## config.mk

```make
export PLATFORM = sky130hd
export DESIGN_NAME = comb_dec_sequencer_flat
export DESIGN_NICKNAME = d
export VERILOG_FILES = /design/src/rtl/comb_dec_pkg.sv /design/src/rtl/comb_dec_sequencer_if.sv /design/src/rtl/comb_dec_phase_cnt.sv /design/src/rtl/comb_dec_sequencer.sv /design/src/flat_wrapper.sv
export SDC_FILE = /design/constraint.sdc
export NUM_CORES = 1
export LEC_CHECK = 0
export CAP_MARGIN = 20
export CORE_MARGIN = 5
export CORE_UTILIZATION = 44
export DETAILED_ROUTE_END_ITERATION = 16
export PLACE_DENSITY = 0.77
export SETUP_SLACK_MARGIN = 0.05
export SLEW_MARGIN = 10
export SYNTH_ARGS = -nofsm -noshare
export SYNTH_HDL_FRONTEND = slang
export SYNTH_SLANG_ARGS = --single-unit
```

## constraint.sdc

```tcl
create_clock -name clk -period 2.16 [get_ports clk]
set_clock_uncertainty 0.05 [all_clocks]
set_input_delay 0.432 -clock clk [delete_from_list [all_inputs] [get_ports clk]]
set_output_delay 0.432 -clock clk [all_outputs]
set_load 0.05 [all_outputs]
```

## src/rtl/comb_dec_pkg.sv

```systemverilog
// rtl/comb_dec_pkg.sv - shared constants for the comb decimator sequencer
// State encodings, default decimation ratio and a settle-counter width helper.
package comb_dec_pkg;

  localparam logic [1:0] IDLE  = 2'd0;
  localparam logic [1:0] CLEAR = 2'd1;
  localparam logic [1:0] FILL  = 2'd2;
  localparam logic [1:0] RUN   = 2'd3;

  localparam int DEC_FACTOR_DEF = 8;
  localparam int PHASE_W_DEF    = $clog2(DEC_FACTOR_DEF);

  function automatic int settle_w(input int frames);
    return (frames < 2) ? 1 : $clog2(frames + 1);
  endfunction

endpackage

```

## src/rtl/comb_dec_sequencer_if.sv

```systemverilog
// rtl/comb_dec_sequencer_if.sv - sample/branch/output handshake bundle for the sequencer
// COMB_DEC_OVERRUN_CNT_EN adds the overrun_cnt signal.
interface comb_dec_sequencer_if #(
  parameter int DEC_FACTOR = 8,
  parameter int PHASE_W    = 3
`ifdef COMB_DEC_OVERRUN_CNT_EN
  ,
  parameter int CNT_W      = 16
`endif
);

  logic                  en;
  logic                  in_valid;
  logic                  out_ready;
  logic [PHASE_W-1:0]    phase_sel;
  logic [DEC_FACTOR-1:0] branch_we;
  logic                  branch_clr;
  logic                  frame_done;
  logic                  out_valid;
  logic                  overrun;
  logic [1:0]            state;

`ifdef COMB_DEC_OVERRUN_CNT_EN
  logic [CNT_W-1:0]      overrun_cnt;

  modport slave (
    input  en, in_valid, out_ready,
    output phase_sel, branch_we, branch_clr, frame_done, out_valid, overrun, state,
    output overrun_cnt
  );

  modport master (
    output en, in_valid, out_ready,
    input  phase_sel, branch_we, branch_clr, frame_done, out_valid, overrun, state,
    input  overrun_cnt
  );
`else
  modport slave (
    input  en, in_valid, out_ready,
    output phase_sel, branch_we, branch_clr, frame_done, out_valid, overrun, state
  );

  modport master (
    output en, in_valid, out_ready,
    input  phase_sel, branch_we, branch_clr, frame_done, out_valid, overrun, state
  );
`endif

endinterface

```

## src/rtl/comb_dec_phase_cnt.sv

```systemverilog
// rtl/comb_dec_phase_cnt.sv - modulo-DEC_FACTOR branch phase counter
// Synchronous clear wins over advance; o_wrap flags an advance out of the last phase.
module comb_dec_phase_cnt
  import comb_dec_pkg::*;
#(
  parameter int DEC_FACTOR = DEC_FACTOR_DEF,
  parameter int PHASE_W    = PHASE_W_DEF
) (
  input  logic               clk,
  input  logic               rst,
  input  logic               i_clr,
  input  logic               i_adv,
  output logic [PHASE_W-1:0] o_phase,
  output logic               o_wrap
);

  localparam logic [PHASE_W-1:0] LAST = PHASE_W'(DEC_FACTOR - 1);

  logic [PHASE_W-1:0] r_phase;

  assign o_wrap  = i_adv && (r_phase == LAST);
  assign o_phase = r_phase;

  always_ff @(posedge clk) begin
    if (rst || i_clr) begin
      r_phase <= '0;
    end else if (i_adv) begin
      r_phase <= o_wrap ? '0 : r_phase + 1'b1;
    end
  end

endmodule

```

## src/rtl/comb_dec_sequencer.sv

```systemverilog
// rtl/comb_dec_sequencer.sv - clock-enable sequencer for the polyphase comb decimator
// COMB_DEC_OVERRUN_CNT_EN adds a saturating overrun event counter.
module comb_dec_sequencer
  import comb_dec_pkg::*;
#(
  parameter int DEC_FACTOR    = DEC_FACTOR_DEF,
  parameter int PHASE_W       = $clog2(DEC_FACTOR),
  parameter int SETTLE_FRAMES = 2
`ifdef COMB_DEC_OVERRUN_CNT_EN
  ,
  parameter int CNT_W         = 16
`endif
) (
  input  logic                 clk,
  input  logic                 rst,
  comb_dec_sequencer_if.slave  bus
);

  localparam int                  SETTLE_W    = settle_w(SETTLE_FRAMES);
  localparam logic [SETTLE_W-1:0] SETTLE_LAST = SETTLE_W'(SETTLE_FRAMES);

  logic [1:0]          r_state;
  logic [SETTLE_W-1:0] r_settle;
  logic                r_frame_done;
  logic                r_out_valid;
  logic                r_overrun;

  logic                w_active;
  logic                w_accept;
  logic                w_phase_clr;
  logic                w_wrap;
  logic                w_ovr_evt;
  logic [PHASE_W-1:0]  w_phase;

  // Dropping en stops acceptance immediately so no half frame leaks into the bank.
  assign w_active    = (r_state == FILL) || (r_state == RUN);
  assign w_accept    = w_active && bus.en && bus.in_valid;
  assign w_phase_clr = !w_active || !bus.en;
  assign w_ovr_evt   = (r_state == RUN) && bus.en && r_frame_done && r_out_valid && !bus.out_ready;

  comb_dec_phase_cnt #(
    .DEC_FACTOR (DEC_FACTOR),
    .PHASE_W    (PHASE_W)
  ) u_phase_cnt (
    .clk     (clk),
    .rst     (rst),
    .i_clr   (w_phase_clr),
    .i_adv   (w_accept),
    .o_phase (w_phase),
    .o_wrap  (w_wrap)
  );

  always_ff @(posedge clk) begin
    if (rst) begin
      r_state      <= IDLE;
      r_settle     <= '0;
      r_frame_done <= 1'b0;
      r_out_valid  <= 1'b0;
      r_overrun    <= 1'b0;
    end else if (!bus.en) begin
      r_state      <= IDLE;
      r_frame_done <= 1'b0;
      r_out_valid  <= 1'b0;
    end else begin
      r_frame_done <= w_wrap;
      case (r_state)
        IDLE: begin
          r_state <= CLEAR;
        end
        CLEAR: begin
          r_settle <= '0;
          r_state  <= FILL;
        end
        FILL: begin
          if (r_frame_done) begin
            r_settle <= r_settle + 1'b1;
            if (r_settle + 1'b1 == SETTLE_LAST) begin
              r_state <= RUN;
            end
          end
        end
        default: begin
          // A fresh frame always wins over an accept: the newest sum stays presented.
          if (r_frame_done) begin
            r_out_valid <= 1'b1;
          end else if (r_out_valid && bus.out_ready) begin
            r_out_valid <= 1'b0;
          end
          if (w_ovr_evt) begin
            r_overrun <= 1'b1;
          end
        end
      endcase
    end
  end

`ifdef COMB_DEC_OVERRUN_CNT_EN
  logic [CNT_W-1:0] r_overrun_cnt;

  always_ff @(posedge clk) begin
    if (rst) begin
      r_overrun_cnt <= '0;
    end else if (w_ovr_evt && !(&r_overrun_cnt)) begin
      r_overrun_cnt <= r_overrun_cnt + 1'b1;
    end
  end

  assign bus.overrun_cnt = r_overrun_cnt;
`endif

  assign bus.state      = r_state;
  assign bus.phase_sel  = w_phase;
  assign bus.branch_we  = w_accept ? (DEC_FACTOR'(1) << w_phase) : '0;
  assign bus.branch_clr = (r_state == CLEAR);
  assign bus.frame_done = r_frame_done;
  assign bus.out_valid  = r_out_valid;
  assign bus.overrun    = r_overrun;

endmodule

```

## src/flat_wrapper.sv

```systemverilog
// flat-port wrapper written by rule: the top's interface ports become plain ports
module comb_dec_sequencer_flat import comb_dec_pkg::*;
#(
  parameter int DEC_FACTOR    = DEC_FACTOR_DEF,
  parameter int PHASE_W       = $clog2(DEC_FACTOR),
  parameter int SETTLE_FRAMES = 2

)
  (clk, rst, bus_en, bus_in_valid, bus_out_ready, bus_phase_sel, bus_branch_we, bus_branch_clr, bus_frame_done, bus_out_valid, bus_overrun, bus_state);
  comb_dec_sequencer_if #(.DEC_FACTOR(DEC_FACTOR), .PHASE_W(PHASE_W)) bus_i ();
  input  logic clk;
  input  logic rst;
  input wire logic [$bits(bus_i.en)-1:0] bus_en;
  input wire logic [$bits(bus_i.in_valid)-1:0] bus_in_valid;
  input wire logic [$bits(bus_i.out_ready)-1:0] bus_out_ready;
  output wire logic [$bits(bus_i.phase_sel)-1:0] bus_phase_sel;
  output wire logic [$bits(bus_i.branch_we)-1:0] bus_branch_we;
  output wire logic [$bits(bus_i.branch_clr)-1:0] bus_branch_clr;
  output wire logic [$bits(bus_i.frame_done)-1:0] bus_frame_done;
  output wire logic [$bits(bus_i.out_valid)-1:0] bus_out_valid;
  output wire logic [$bits(bus_i.overrun)-1:0] bus_overrun;
  output wire logic [$bits(bus_i.state)-1:0] bus_state;
  assign bus_i.en = bus_en;
  assign bus_i.in_valid = bus_in_valid;
  assign bus_i.out_ready = bus_out_ready;
  assign bus_phase_sel = bus_i.phase_sel;
  assign bus_branch_we = bus_i.branch_we;
  assign bus_branch_clr = bus_i.branch_clr;
  assign bus_frame_done = bus_i.frame_done;
  assign bus_out_valid = bus_i.out_valid;
  assign bus_overrun = bus_i.overrun;
  assign bus_state = bus_i.state;
  comb_dec_sequencer #(.DEC_FACTOR(DEC_FACTOR), .PHASE_W(PHASE_W), .SETTLE_FRAMES(SETTLE_FRAMES)) u_core (.clk(clk), .rst(rst), .bus(bus_i));
endmodule
```

; ---- Yosys cells after proc, flatten, opt, wreduce, memory -nomap -nowiden
; Index checks and enable logic that the tools add are counted.
[totals]
reg_bits = 10
input_bits = 5
output_inout_bits = 17
[classes]
n_addsub = 2
n_eq_ne = 7
shifts = 1
n_mux = 9
bitwise = 2
reduce_logical = 24
[ops]
columns = cell, n
row1 = AND reduction 3 bit, 3
row2 = logical AND 1 bit, 8
row3 = two-way mux 8 bit, 1
row4 = << shifter 1 x 3 -> 8 bit (first input constant), 1
row5 = equality test 2 bit (second input constant), 3
row6 = two-way mux 2 bit, 3
row7 = one-hot mux 2 bit (3 select lines), 1
row8 = one-hot mux 2 bit (2 select lines), 1
row9 = nonzero test 2 bit, 2
row10 = adder 3 x 1 -> 3 bit (second input constant), 1
row11 = equality test 3 bit (second input constant), 1
row12 = zero test 1 bit, 3
row13 = logical OR 1 bit, 3
row14 = two-way mux 3 bit, 1
row15 = nonzero test 3 bit, 1
row16 = OR reduction 3 bit, 1
row17 = adder 2 x 1 -> 2 bit (second input constant), 1
row18 = equality test 2 x 1 -> 1 bit (second input constant), 1
row19 = zero test 2 bit, 1
row20 = two-way mux 1 bit, 2
row21 = != test 2 x 1 -> 1 bit (second input constant), 1
row22 = != test 2 bit (second input constant), 1
row23 = inverter 1 bit, 2
row24 = AND reduction 2 bit, 1
row25 = OR reduction 2 bit, 1

; ---- Logic depth before layout (Yosys ltp)
; Gate-level depths: netlist of run 1.
[depth]
ltp_word = 6
ltp_mapped = 6
mapped_depth_nobuf = 5

; ---- Modules after synthesis
; From an unflattened synthesis of run 1, not the netlist that was laid out.
[unflattened]
cells_unflattened = 70
area_unflattened_um2 = 609.3
[modules_own_cells]
columns = module, n_inst, cells_each, area_per_inst_um2, seq_area_each_um2
row1 = comb_dec_sequencer, 1, 56, 454.2, 140.1
row2 = comb_dec_phase_cnt, 1, 14, 155.1, 60.1

; ---- Worst setup path before layout of run 1
; Ideal clock, no wire load.
[synth_timing]
path_kind = reg2out
startpoint = reg u_core.r_state[1], in the netlist u_core.bus.state[1]
endpoint = out bus_branch_we[0]
arrival_ns = 1.764
required_ns = 1.678
slack_ns = -0.086
stages_incl_launch_ff = 5
n_path_buf = 1
path_cell_list = dfxtp_1 -> ha_1 -> buf_6 -> o211a_1 -> and3_1
[synth_via]
elab_chain_len = 5
word_cells_on_any_way = 6
cone_classes = eq/ne: 2 / mux: 1 / reduce/logical: 3
[synth_lines]
columns = item, line
row1 = from (decl), comb_dec_sequencer.sv:22  ; logic [1:0] r_state;
row2 = from (signal assigned), comb_dec_sequencer.sv:55  ; r_state <= IDLE;
row3 = from (signal assigned), comb_dec_sequencer.sv:61  ; r_state <= IDLE;
row4 = from (signal assigned), comb_dec_sequencer.sv:68  ; r_state <= CLEAR;
row5 = equality test 2 bit, comb_dec_sequencer.sv:36  ; assign w_active = (r_state == FILL) || (r_state == RUN);
row6 = logical OR 1 bit *, comb_dec_sequencer.sv:36
row7 = logical AND 1 bit * (2 in a row), comb_dec_sequencer.sv:37  ; assign w_accept = w_active && bus.en && bus.in_valid;
row8 = two-way mux 8 bit *, comb_dec_sequencer.sv:113  ; assign bus.branch_we = w_accept ? (DEC_FACTOR'(1) << w_phase) : '0;
row9 = to (decl), flat_wrapper.sv:17  ; output wire logic [$bits(bus_i.branch_we)-1:0] bus_branch_we;
; Mark *: on every way between the ends. The rest lies on a longest branch, timed or not.

; ---- Worst setup path in the final report of run 1
[layout_timing]
startpoint = reg u_core.r_state[0], in the netlist u_core.bus.state[0]
endpoint = out bus_branch_we[0]
; Same word-level chain as after synthesis.

==> results of run 1 <==
-- worst paths after layout --
path                       start             endpoint  slack, ns  cells past startpoint
max reg2reg  u_core.bus.state[1]  u_core.bus.state[0]       0.61                      5
min reg2reg   u_core.bus.overrun   u_core.bus.overrun       0.44                      2
min           u_core.bus.overrun   u_core.bus.overrun       0.44                      2
max          u_core.bus.state[0]     bus_branch_we[0]       0.12                      5
-- tightest hold or removal path, delay by kind of cell, from the launching register on --
family / cells / cell delay [ns]
simple gates: 1 / 0.08
flops: 1 / 0.34
compound gates: 1 / 0.04
-- cell type report --
type | instances | area, um^2
Clock buffer | 3 | 22.5
Fill cell | 129 | 465
Inverter | 7 | 26.3
Multi-Input combinational cell | 55 | 429
Sequential cell | 10 | 203
Tap cell | 16 | 20.0
Timing Repair Buffer | 23 | 305
-- power by group through the flow --
stage | Combinational (mW) | Clock (mW) | Sequential (mW)
after detailed placement | 0.0607 | 0 | 0.196
final | 0.0626 | 0.131 | 0.192
after floorplan | 0.0277 | 0 | 0.204
after global routing | 0.0658 | 0.147 | 0.192
after global placement | 0.0596 | 0 | 0.196
after CTS | 0.0610 | 0.133 | 0.192
-- flip-flops by register name, indices dropped and copies added, names as in the netlist --
| register | cells |
|---|---|
| u_core.bus.overrun | 1 |
| u_core.bus.state | 2 |
| u_core.u_phase_cnt.o_phase | 3 |
| u_core.r_settle | 2 |
| u_core.bus.out_valid | 1 |
| u_core.bus.frame_done | 1 |
-- cell usage after synthesis, drive strengths merged --
library cell and instances:
and4b 1, nand2 6, and2 3, nand4b 2
buf 2, and3 7, a31oi 3, nand3b 3
or2b 1, a211oi 2, o211ai 1, o211a 1
nor2b 1, ha 11, or3 2, inv 7
a21oi 5, a22oi 1, o21ai 2, nor2 2
dfxtp 10, a21bo 1
-- metal layers --
layer	vias up	GRT usage, %	part of all wire, %
li1	310	-	-
met1	292	15.9	42
met2	17	22.8	50
met3	6	4.89	5.3
met4	0	8.97	2.8
met5	-	0	0
-- kinds of logic after synthesis --
group	count (synthesis)	synth area share, %
compound gates	16	16.9
fa+ha+maj	11	20.6
buf+inv	9	6.76
flops	10	30.0
simple gates	28	25.7
-- repair_timing --
item                                    4_1_cts  5_1_grt
gates resized for setup                       0        2
setup buffers                                 0        0
hold endpoints to repair                      0        0
endpoints found under the setup margin        0        9
==> out/qor.csv, run 1 <==
stage,metric,value,unit
timing,hold_ws,0.443,ns
routing,vias_per_cell,5.48,
global_route,antenna_found_initial,0,
logic_synthesis,synth_area,667,um^2
routing,drt_iter0_markers,9,
floorplan,core-area,0.00147,mm^2
hold_path,min_path_type,flip-flop to flip-flop,
placed_design,port_buffers,21,
timing,maxSlewHeadroom,66.1,%
critical_path,cp-start-kind,flip-flop,
placed_design,dp_hpwl,1.33,mm
power,combPwrFrac,16.2,%
layout,stdcell_count,114,
logic_synthesis,synth_area_per_cell,9.01,um^2
layout,diodes,0,
layout,area_growth,50.8,%
critical_path,path_cells,"inv_1, ha_1, o211a_4, and3_1, buf_12",
placed_design,place_inst,111,
floorplan,core.rowCount,14,
timing,worst_pin_slew,0.503,ns
global_route,gr-usage-all-layers,14.2,%
power,intPower,278,uW
routing,dr_total_vias,625,
global_route,grt_pass1_vias,620,
run,max_cap_violations,0,
power,power_frac_seq,49.8,%
logic_synthesis,yosysTopAreaCellShare,30.0,%
layout,drive_gt1_share,20.4,%
timing,maxSlewViolCount,0,
layout,final_cell_mix,"ha_1, clkdlybuf4s50_1, buf_12, dfxtp_1",
clock_tree,htree_levels,1,
critical_path,end_kind,output pin,
critical_path,required,1.68,ns
floorplan,ios,22,
routing,drtPass1Iterations,4,
critical_path,slowest_stage,dfxtp_2,
routing,routedWlPerCell,14.3,um
clock_tree,insertion_delay,0.28,ns
power,peakVddDrop,0.328,mV
timing,setup_viol_count_final,0,
placed_design,place_ws,0.0729,ns
logic_synthesis,synth_nets,90,
timing,tns,0,ns
logic_synthesis,yosysUniqueCellTypes,25,
floorplan,initial_core_util,45.3,%
logic_synthesis,yosysSeqAreaShare,30.0,%
layout,num-nets-final,116,
clock_tree,clk_path_buf_depth,2,
timing,setup_slack,0.116,ns
clock_tree,ctsHoldBuffers,0,
global_route,overflow,0,
timing,hold_violations,0,
clock_tree,cts_root_buf,clkbuf_4,
placed_design,gp_congestion,0.811,
clock_tree,numCtsBuffers,3,
timing,fmax,489,MHz
placed_design,place_area,973,um^2
critical_path,crit_type,flip-flop to output pin,
clock_tree,clkTransAtPathRegs,0.07,ns
power,power_density,383,mW/mm^2
routing,drc,0,
layout,stdcell_area,0.00101,mm^2
logic_synthesis,postSynthCellCount,74,
critical_path,cp_top_family,flip-flops,
power,p_clk_share,34.0,%
logic_synthesis,ys_ff_latch,10,
layout,utilization,68.4,%
timing,period_minus_slack,2.04,ns
critical_path,path_max_fanout,10,
logic_synthesis,yosysTopAreaCell,dfxtp_1,
clock_tree,clock-sinks,10,
status,status,finished clean,
floorplan,fp.dieH,48.9,um
floorplan,die_w,48.9,um
clock_tree,cts_tree,built,
timing,rsz0062_at_grt,false,
power,p_switching,107,uW
logic_synthesis,synthTopCellsByArea,"dfxtp_1, ha_1, and3_1",
floorplan,die_area,0.00239,mm^2
power,swShare,27.8,%
timing,min_period_over_period,94.6,%
critical_path,critical_path_arrival,1.56,ns
power,leakage,0.436,nW
global_route,grt_max_degree,11,
logic_synthesis,ys_warn_count,0,
critical_path,path_buf_inv,2,
power,power.total,386,uW
routing,drtAntennaViolNets,0,
critical_path,max_stage_delay,0.38,ns
routing,routed_wl,1.63,mm
global_route,grt_pass1_wl,2.66,mm
Note: power is estimated with default switching activity, not from simulation.
==> inputs of run 2 (changes only) <==
==> constraint.sdc (replaced) <==
create_clock -name clk -period 2.29 [get_ports clk]
set_clock_uncertainty 0.05 [all_clocks]
set_input_delay 0.458 -clock clk [delete_from_list [all_inputs] [get_ports clk]]
set_output_delay 0.458 -clock clk [all_outputs]
set_load 0.05 [all_outputs]
==> run 2 against run 1 <==
Non-clock buffer count did not move. Critical path depth is 1 lower. Final cell count up 0.88%. Global-route usage up 0.063 points. Sequential power is 6% lower. Via count grew 0.96%. Flip-flop and latch count unchanged. Power increased by 2.4%. Critical path type is now input pin to output pin. Critical endpoint is now bus_branch_we[5]. Highest routed layer unchanged.
==> out/qor.csv, run 2 (synthesized netlist as in run 1, its figures left out) <==
stage,metric,value,unit,change
status,status,finished clean,,unchanged
floorplan,fp.dieH,48.9,um,unchanged
critical_path,worstReg2RegEnd,u_core.bus.state[1],,was u_core.bus.state[0]
critical_path,path_cells,"clkdlybuf4s50_1, o211a_1, and3_1, buf_12",,"was inv_1, ha_1, o211a_4, and3_1, buf_12"
floorplan,core.rowCount,14,,unchanged
timing,min_period_over_period,94.7,%,
floorplan,ios,22,,unchanged
global_route,overflow,0,,unchanged
layout,final_cell_mix,"clkdlybuf4s50_1, ha_1, buf_12, dfxtp_1",,"was ha_1, clkdlybuf4s50_1, buf_12, dfxtp_1"
critical_path,path_buf_inv,2,,unchanged
critical_path,max_stage_delay,0.52,ns,was 0.38 ns
clock_tree,cts_tree,built,,unchanged
global_route,grt_max_degree,11,,unchanged
floorplan,die_w,48.9,um,unchanged
layout,final_common_cell,clkdlybuf4s50_1,,
global_route,gr-usage-all-layers,14.3,%,was 14.2%
timing,setup_viol_count_final,0,,unchanged
placed_design,dp_hpwl,1.36,mm,was 1.33 mm
critical_path,crit_end,bus_branch_we[5],,was bus_branch_we[0]
critical_path,rrSetupSlack,0.78,ns,was 0.61 ns
power,power_density,389,mW/mm^2,was 383 mW/mm^2
timing,period_minus_slack,2.17,ns,
routing,dr_total_vias,631,,was 625
routing,vias_per_cell,5.49,,was 5.48
floorplan,core-area,0.00147,mm^2,unchanged
run,max_cap_violations,0,,unchanged
timing,tns,0,ns,unchanged
placed_design,place_ws,0.135,ns,was 0.0729 ns
layout,drive_gt1_share,19.2,%,was 20.4%
routing,drc,0,,unchanged
layout,largest_reg_flops,3,,unchanged
critical_path,path_max_fanout,10,,unchanged
clock_tree,numCtsBuffers,3,,unchanged
critical_path,required,1.78,ns,was 1.68 ns
critical_path,critical_path_arrival,1.66,ns,was 1.56 ns
floorplan,initial_core_util,45.3,%,unchanged
clock_tree,cts_root_buf,clkbuf_4,,unchanged
timing,maxSlewHeadroom,66.5,%,was 66.1%
critical_path,end_kind,output pin,,unchanged
timing,maxSlewViolCount,0,,unchanged
global_route,antenna_found_initial,0,,unchanged
clock_tree,insertion_delay,0.26,ns,was 0.28 ns
routing,drt_iter0_markers,13,,was 9
power,peakVddDrop,0.458,mV,was 0.328 mV
clock_tree,clock-sinks,10,,unchanged
critical_path,reg2reg_from,u_core.bus.state[0],,was u_core.bus.state[1]
clock_tree,htree_levels,1,,unchanged
timing,hold_ws,0.428,ns,was 0.443 ns
clock_tree,clk_path_buf_depth,2,,unchanged
placed_design,gp_congestion,0.814,,was 0.811
critical_path,path_depth,4,,was 5
timing,worst_pin_slew,0.501,ns,was 0.503 ns
critical_path,cp_top_family,buffers and inverters,,was flip-flops
clock_tree,clkTransAtPathRegs,0.07,ns,about the same
global_route,grt_pass1_wl,2.76,mm,was 2.66 mm
layout,num-nets-final,116,,unchanged
layout,fillers,123,,was 129
timing,setup_slack,0.122,ns,was 0.116 ns
routing,drtAntennaViolNets,0,,unchanged
placed_design,port_buffers,21,,unchanged
timing,fmax,461,MHz,
routing,routedWlPerCell,13.8,um,was 14.3 um
routing,drtPass1Iterations,4,,unchanged
timing,rsz0062_at_grt,false,,unchanged
critical_path,cp-start-kind,input pin,,was flip-flop
critical_path,r2r_cells,6,,was 5
layout,multi_input_area,422,um^2,was 429 um^2
global_route,grt_pass1_vias,647,,was 620
timing,hold_violations,0,,unchanged
routing,routed_wl,1.58,mm,was 1.63 mm
floorplan,die_area,0.00239,mm^2,unchanged
critical_path,crit_path_start,bus_in_valid,,was u_core.bus.state[0]
hold_path,min_path_type,flip-flop to flip-flop,,unchanged
critical_path,slowest_stage,clkdlybuf4s50_1,,was dfxtp_2
layout,area_growth,52.2,%,was 50.8%
power,leakage,0.444,nW,was 0.436 nW
critical_path,crit_type,input pin to output pin,,was flip-flop to output pin
layout,ff_latch_area,203,um^2,unchanged
layout,diodes,0,,unchanged
## run 2: changes by cell type in the layout (fill, tap and decap cells not counted)
cell	previous run	this run
o211a_1	0	1
clkbuf_8	0	1
clkdlybuf4s50_1	11	12
o211a_4	1	0
buf_4	3	2
## run 2: cell type report
class	instances	area share, %
inverters	7	2.59
flip-flops and latches	10	20.0
repair buffers	23	30.3
well taps	16	1.97
multi-input cells	55	41.6
clock buffers	4	3.58
## run 2: metrics by stage
| stage | util, % | cells | power (mW) | area (um^2) |
|---|---|---|---|---|
| final | 69.0 | 115 | 0.395 | 1010 |
| after global routing | 69.0 | 115 | 0.415 | 1010 |
| after CTS | 68.8 | 115 | 0.400 | 1010 |
| after detailed placement | 66.3 | 111 | 0.243 | 976 |
| after global placement | 66.3 | 111 | 0.241 | 976 |
| after floorplan | - | 74 | 0.218 | 669 |
## run 2: worst min path at each step
stage	from	end	cells after the start
final	u_core.bus.overrun	u_core.bus.overrun	2
after global routing	u_core.bus.overrun	u_core.bus.overrun	2
after CTS	u_core.bus.overrun	u_core.bus.overrun	2
after detailed placement	u_core.bus.overrun	u_core.bus.overrun	2
after global placement	u_core.bus.overrun	u_core.bus.overrun	2
after floorplan	u_core.r_settle[1]	u_core.r_settle[1]	2
## run 2: what timing repair did
item,in CTS,in global routing
setup buffers,0,0
gates resized for setup,0,1
hold buffers,0,0
setup endpoints to repair,0,1
## run 2: worst reg2reg max path, delay by kind of cell, from the launching register on
kind,cells,cell delay (ns)
AO/OA/AOI/OAI,2,0.47
adder cells (fa/ha/maj),1,0.16
buffers and inverters,2,0.22
flip-flops,1,0.35
AND/OR/NAND/NOR,1,0.17
## run 2: power by group
part           total, mW  internal [mW]  switching, mW
Combinational     0.0577         0.0246         0.0330
Clock              0.157         0.0965         0.0601
Sequential         0.181          0.177        0.00382
Total              0.395          0.298         0.0970
## run 2: per-layer routing
metal | vias to the layer above | share of wire [%] | track usage (%)
li1 | 309 | - | -
met1 | 303 | 43 | 16.1
met2 | 13 | 50 | 23.7
met3 | 6 | 4.2 | 5.81
met4 | 0 | 2.8 | 5.83
met5 | - | 0 | 0
